===== src/rtl/bless_switch_traversal.sv =====
// BLESS router switch-traversal stage: crossbar, age/hop update, deflection flags and
// allocation-fault detection. Optional deflection counter behind BLESS_DEFLECT_STATS_EN.
module bless_switch_traversal #(
    parameter int NUM_PORT  = 5,
    parameter int FLIT_W    = 64,
    parameter int AGE_W     = 8,
    parameter int DEF_CNT_W = 16
) (
    input  logic                          clk,
    input  logic                          reset,
    input  logic [NUM_PORT*FLIT_W-1:0]    flit_in,
    input  logic [NUM_PORT-1:0]           valid_in,
    input  logic [NUM_PORT*NUM_PORT-1:0]  alloc_in,
    input  logic [NUM_PORT*NUM_PORT-1:0]  ppv_in,
    output logic [NUM_PORT*FLIT_W-1:0]    flit_out,
    output logic [NUM_PORT-1:0]           valid_out,
    output logic [NUM_PORT-1:0]           deflect_out,
    output logic                          alloc_err,
    input  logic                          stat_clr,
    output logic [DEF_CNT_W-1:0]          deflect_cnt
);

    logic [NUM_PORT*NUM_PORT-1:0] grant;
    logic [NUM_PORT-1:0]          grant_raw;
    logic [NUM_PORT*FLIT_W-1:0]   flit_nxt;
    logic [NUM_PORT-1:0]          valid_nxt;
    logic [NUM_PORT-1:0]          deflect_nxt;
    logic                         fault;
    logic [NUM_PORT-1:0]          claimed;
    logic [NUM_PORT-1:0]          fault_raw;

    function automatic logic [FLIT_W-1:0] age_inc(input logic [FLIT_W-1:0] f);
        logic [FLIT_W-1:0] r;
        r = f;
        if (!(&f[AGE_W-1:0])) begin
            r[AGE_W-1:0] = f[AGE_W-1:0] + 1'b1;
        end
        return r;
    endfunction

    // Each live slot keeps only its lowest set port, so a flit can never be duplicated.
    always_comb begin
        grant     = '0;
        grant_raw = '0;
        for (int i = 0; i < NUM_PORT; i++) begin
            grant_raw = alloc_in[i*NUM_PORT +: NUM_PORT];
            if (valid_in[i]) begin
                grant[i*NUM_PORT +: NUM_PORT] = grant_raw & (~grant_raw + 1'b1);
            end
        end
    end

    // Scan slots from highest to lowest so the oldest claimant overwrites and wins.
    always_comb begin
        flit_nxt    = '0;
        valid_nxt   = '0;
        deflect_nxt = '0;
        for (int p = 0; p < NUM_PORT; p++) begin
            for (int i = NUM_PORT - 1; i >= 0; i--) begin
                if (grant[i*NUM_PORT + p]) begin
                    valid_nxt[p]                 = 1'b1;
                    flit_nxt[p*FLIT_W +: FLIT_W] = age_inc(flit_in[i*FLIT_W +: FLIT_W]);
                    deflect_nxt[p] = ~|(alloc_in[i*NUM_PORT +: NUM_PORT] &
                                        ppv_in[i*NUM_PORT +: NUM_PORT]);
                end
            end
        end
    end

    always_comb begin
        fault     = 1'b0;
        claimed   = '0;
        fault_raw = '0;
        for (int i = 0; i < NUM_PORT; i++) begin
            fault_raw = alloc_in[i*NUM_PORT +: NUM_PORT];
            if (valid_in[i]) begin
                if (fault_raw == '0) begin
                    fault = 1'b1;
                end
                if ((fault_raw & (fault_raw - 1'b1)) != '0) begin
                    fault = 1'b1;
                end
                if ((claimed & fault_raw) != '0) begin
                    fault = 1'b1;
                end
                claimed = claimed | fault_raw;
            end
        end
    end

    always_ff @(posedge clk) begin
        if (reset) begin
            flit_out    <= '0;
            valid_out   <= '0;
            deflect_out <= '0;
            alloc_err   <= 1'b0;
        end else begin
            flit_out    <= flit_nxt;
            valid_out   <= valid_nxt;
            deflect_out <= deflect_nxt;
            alloc_err   <= alloc_err | fault;
        end
    end

`ifdef BLESS_DEFLECT_STATS_EN
    localparam int POP_W = $clog2(NUM_PORT + 1);
    localparam int SUM_W = DEF_CNT_W + POP_W;

    logic [POP_W-1:0]     pop;
    logic [SUM_W-1:0]     cnt_sum;
    logic [DEF_CNT_W-1:0] cnt_q;
    logic [DEF_CNT_W-1:0] cnt_nxt;

    always_comb begin
        pop = '0;
        for (int p = 0; p < NUM_PORT; p++) begin
            pop = pop + POP_W'(deflect_nxt[p]);
        end
        cnt_sum = {{POP_W{1'b0}}, cnt_q} + SUM_W'(pop);
        cnt_nxt = cnt_q;
        if (cnt_sum > {{POP_W{1'b0}}, {DEF_CNT_W{1'b1}}}) begin
            cnt_nxt = {DEF_CNT_W{1'b1}};
        end else begin
            cnt_nxt = cnt_sum[DEF_CNT_W-1:0];
        end
    end

    always_ff @(posedge clk) begin
        if (reset || stat_clr) begin
            cnt_q <= '0;
        end else begin
            cnt_q <= cnt_nxt;
        end
    end

    assign deflect_cnt = cnt_q;
`else
    logic unused_stat_clr;
    assign unused_stat_clr = stat_clr;
    assign deflect_cnt     = '0;
`endif

endmodule


===== config.mk =====
export PLATFORM = sky130hd
export DESIGN_NAME = bless_switch_traversal
export DESIGN_NICKNAME = d
export VERILOG_FILES = /design/src/rtl/bless_switch_traversal.sv
export SDC_FILE = /design/constraint.sdc
export NUM_CORES = 1
export LEC_CHECK = 0
export CORE_AREA = 3 3 278 280
export CTS_CLUSTER_DIAMETER = 30
export CTS_CLUSTER_SIZE = 12
export DETAILED_ROUTE_END_ITERATION = 10
export DIE_AREA = 0 0 281 283
export REMOVE_ABC_BUFFERS = 1
export SYNTH_ARGS = -nofsm -noshare
export SYNTH_HDL_FRONTEND = slang
export SYNTH_SLANG_ARGS = --single-unit

===== constraint.sdc =====
create_clock -name clk -period 2.9 [get_ports clk]
set_clock_uncertainty 0.1 [all_clocks]
set_input_delay 0.435 -clock clk [delete_from_list [all_inputs] [get_ports clk]]
set_output_delay 0.435 -clock clk [all_outputs]
set_load 0.01 [all_outputs]

# Word level (Yosys, flattened, before mapping)

Cells that the tools add are included.

Divide/modulo/power cells: 0
Bitwise operators: 28
Multipliers: 0
Multiplexer cells: 108
Reductions and logical operators: 29
Shifts and indexed selects: 0
Equality and inequality tests: 0
Order comparisons: 0
Add/sub/neg operators: 15

Operators by type and width:

| operator                                                           | number |
|---|---|
| 64-bit two-way mux                                                 | 25 |
| 5-bit bitwise AND                                                  | 19 |
| 1-bit two-way mux                                                  | 69 |
| 5-bit two-way mux                                                  | 9 |
| 5-bit nonzero test                                                 | 9 |
| 8-bit by 1-bit adder with 8-bit output, second input constant      | 5 |
| 8-bit two-way mux                                                  | 5 |
| 8-bit AND reduction                                                | 5 |
| 5-bit by 1-bit adder with 5-bit output, second input constant      | 5 |
| 5-bit zero test                                                    | 5 |
| 5-bit inverter                                                     | 5 |
| 5-bit OR reduction                                                 | 5 |
| 5-bit by 1-bit subtractor with 5-bit output, second input constant | 5 |
| 5-bit OR                                                           | 3 |
| 1-bit zero test                                                    | 5 |
| 1-bit OR                                                           | 1 |

Register bits after elaboration: 331
Output and inout port bits: 347
Bits in latches: 0
Memory bits (writable): 0
Memories kept: 0
Memory bits (read-only): 0
Input port bits: 378

# Longest topological paths before layout

Word-level depth: 22
Mapped depth: 9
Gate-level depth less buffers: 7

# Worst setup path after synthesis

OpenSTA, ideal clock, no wires.

Path type: in2reg
Start: input port alloc_in[22]
End: register flit_out[194]
Path slack: 0.522 ns
Path buffers: 2
Cell stages on the path: 7
Arrival time: 2.191 ns
Path through: buf_6 or4b_4 a311oi_4 buf_6 a221o_1 o211ai_1 a221oi_2

Longest elaborated chain between the ends: 9

RTL lines:

| item                                   | RTL line | RTL |
|---|---|---|
| start, declared                        | 13       | `input logic [NUM_PORT*NUM_PORT-1:0] alloc_in,` |
| 5-bit inverter                         | 48       | `grant[i*NUM_PORT +: NUM_PORT] = grant_raw & (~grant_raw + 1'b1);` |
| 5-bit by 1-bit adder with 5-bit output | 48       |  |
| 5-bit bitwise AND                      | 48       |  |
| 5-bit two-way mux                      | 47       | `if (valid_in[i]) begin` |
| 64-bit two-way mux (5 in a row)        | 60       | `if (grant[i*NUM_PORT + p]) begin` |
| end signal, assigned                   | 98       | `flit_out <= flit_nxt;` |
| end, declared                          | 15       | `output logic [NUM_PORT*FLIT_W-1:0] flit_out,` |

Every way passes these cells.
A chain may end at the register's enable or synchronous reset.

# Worst setup path in the final report

Start: input port alloc_in[22]
End: register flit_out[135]

Longest elaborated chain between the ends: 9

RTL lines:

| item                                   | RTL line |
|---|---|
| 5-bit inverter                         | 48 |
| 5-bit by 1-bit adder with 5-bit output | 48 |
| 5-bit bitwise AND *                    | 48 |
| 5-bit two-way mux *                    | 47 |
| 64-bit two-way mux * (5 in a row)      | 60 |

Every way passes the cells marked *; elsewhere a longest branch is shown, timed or not.

==> results.cfg <==
[sta]
period_share_pct = 91.6
finalMaxSlewViolations = 0
period_minus_slack_ns = 2.66
rsz0062_at_grt = false
timing.fmax_ghz = 0.376
slew_headroom_pct = 40.5
worstMarginPinSlew_ns = 0.870
setup_viol = 0
finalHoldViolations = 0

[synth]
synth_mux_area_share_pct = 0.755
avgSynthCellArea_um2 = 7.35
synthSimpleGateAreaFrac_pct = 28.3
ys_types = 71
ys_ff_latch = 331
synth-seq-area-share_pct = 30.3
synth_compound_area_share_pct = 33.1
synth_warnings = 0
synth_fa_ha_area_share_pct = 0.286
synthArstFlopShare_pct = 0
synthXorXnorAreaFrac_pct = 0.361
synthCells = 2974
synth_enable_flop_cells = 0
synth_top_family_by_area = compound AO/OA/AOI/OAI gates
synth_flop_cell = dfxtp_1
syn_area_mm2 = 0.0219

[flow_run]
drv_cap = 0

[layout]
seq_area_mm2 = 0.00663
nFillCells = 7243
final_nets = 4071
syn_to_final_growth_pct = 60.6
postLayoutCoreUtil_pct = 47.0
drive_above_1_share_pct = 15.1
multi_input_area_mm2 = 0.0140
final_common_cell = clkdlybuf4s50_1
final_cell_mix = clkdlybuf4s50_1, nor2_1, dfxtp_1

[worst_setup_path]
crit_path_max_fanout = 8
r2r_cells = 4
reg2reg_slack_ns = 1.76
cp.required_ns = 3.37
path_class = primary input to flop
endpoint_kind = flop
cp-start-kind = primary input
crit_family = buffers and inverters
r2r_start = alloc_err$_SDFF_PP0_
critPathBufInv = 4
slowest_stage = a2111oi_0
cp_common_cell = buf_4
crit_chain = clkdlybuf4s50_1 > buf_4 > nor4bb_4 > nor2b_1 > buf_4 > a221oi_1 > a2111oi_0 > buf_4
slowest_delay_ns = 0.76
reg2reg_to = alloc_err$_SDFF_PP0_
crit_arrival_ns = 3.13

[pwr]
cellLeakagePower_nw = 12.9
power_mw = 18.7
ir_drop_uv = 385
power.density_mw_per_mm2 = 533

[floorplanning]
num_io_pins = 725
start_util_pct = 29.3
placementRows = 100
dieHeight_um = 283
core_mm2 = 0.0747
die-width_um = 281
die-area_mm2 = 0.0795

[grt]
grt_pass1_wl_um = 189000
antenna_found_initial = 24
grt_usage_pct = 31.1
grt_max_degree = 91
grt_pass1_vias = 29100
grt_overflow = 0

[clock_network]
cts-resized-gates = 0
cts.sink_count = 331
cts.clk_slew.worst_paths_ns = 0.05
cts_tree = built
cts_setup_buffers = 0
cts_hold_buf = 0
cts-buffers-inserted = 91
htree_levels = 3
clk_latency_ns = 0.61
clockBufferDepth = 3
clock-root-buffer = clkbuf_16

[detailed_routing]
firstDrtPassIters = 6
drt_iter0_markers = 4115
via_count = 29600
wirelength_um = 131000
drcViolationCount = 0
ant_nets = 0
post_drt_wl_per_cell_um = 27.5
viasPerCell = 6.22

[min_path]
hp-class = primary input to flop
hp-start = reset
min_delay_worst_endpoint = flit_out[62]$_SDFF_PP0_
hold_depth = 2

[placed_design]
io_buffers = 707
dp_hpwl_um = 89600
place_congestion = 0.969

[outcome]
status = finished clean
[report_power, final]
part           switching (mW)  internal (mW)
Clock                    3.41           6.85
Sequential             0.0907           4.82
Combinational            1.95           1.63
Total                    5.44           13.3
[flip-flops by register name (all words and copies together) (netlist names)]
| name | count |
|---|---|
| flit_out | 320 |
| alloc_err | 1 |
| valid_out | 5 |
| deflect_out | 5 |
[worst reg2reg max path, delay by kind of cell, from the launching register on]
kind / cells / cell delay [ns]
and+or+nand+nor: 1 / 0.16
DFF: 1 / 0.32
AOI/OAI and AO/OA: 3 / 0.43
[layer usage]
metal / GRT usage [%] / up-vias / wire length [µm]
met1: 37.8 / 13800 / 48800
met3: 8.73 / 524 / 15700
met2: 48.4 / 2469 / 58300
met5: 0 / - / 71
li1: - / 12800 / -
met4: 19.5 / 12 / 8010
[how the worst max path moves through the flow]
| stage | startpoint | slack (ns) | cells past startpoint | endpoint |
|---|---|---|---|---|
| floorplan | alloc_in[16] | -3.86 | 6 | flit_out[132]$_SDFF_PP0_ |
| global placement | valid_in[1] | -0.31 | 10 | flit_out[135]$_SDFF_PP0_ |
| detailed placement | valid_in[1] | -0.31 | 10 | flit_out[135]$_SDFF_PP0_ |
| CTS | valid_in[1] | 0.35 | 10 | flit_out[135]$_SDFF_PP0_ |
| global route | valid_in[1] | 0.24 | 10 | flit_out[135]$_SDFF_PP0_ |
| finish | alloc_in[22] | 0.24 | 8 | flit_out[135]$_SDFF_PP0_ |
[through the flow]
step                setup TNS [ns]  cells  hold slack (ns)  area [µm²]  worst slack, ns
finish                           0   4753            0.181       35100            0.243
global route                     0   4750            0.181       35100            0.241
CTS                              0   4734            0.173       35100            0.353
detailed placement           -1.56   4564            0.607       31900           -0.314
global placement            -0.501   4564            0.633       31900           -0.305
floorplan                  -668.20   2634            0.400       20400            -3.86
[final cells by class]
class	instances	share of cell area (%)
well taps	969	3.45
flip-flops and latches	331	18.9
inverters	5	0.0534
clock inverters	57	1.98
clock buffers	113	7.06
repair buffers	961	28.6
diodes	19	0.135
multi-input cells	2298	39.8
[cell families (layout without fill, tap and decap cells)]
group                    Yosys count  after routing
AO/OA/AOI/OAI                    920            920
XOR/XNOR                           9              9
adder cells (fa/ha/maj)            5              5
buffers and inverters            360           1136
flip-flops                       331            331
multiplexers                      16             16
other                              1             35
AND/OR/NAND/NOR                 1332           1332
[synth_stat cells (all sizes together), types with 57 or more instances]
cell / number / area, µm²
clkbuf: 273 / 1020
nand2: 177 / 664
a211oi: 245 / 1850
a221oi: 256 / 2600
nor3: 358 / 2060
o211ai: 60 / 450
a21oi: 107 / 536
nand3: 137 / 686
o311ai: 57 / 499
dfxtp: 331 / 6630
nor2: 577 / 2170
buf: 82 / 458
o21ai: 90 / 450
Note: power is estimated with default switching activity, not from simulation.
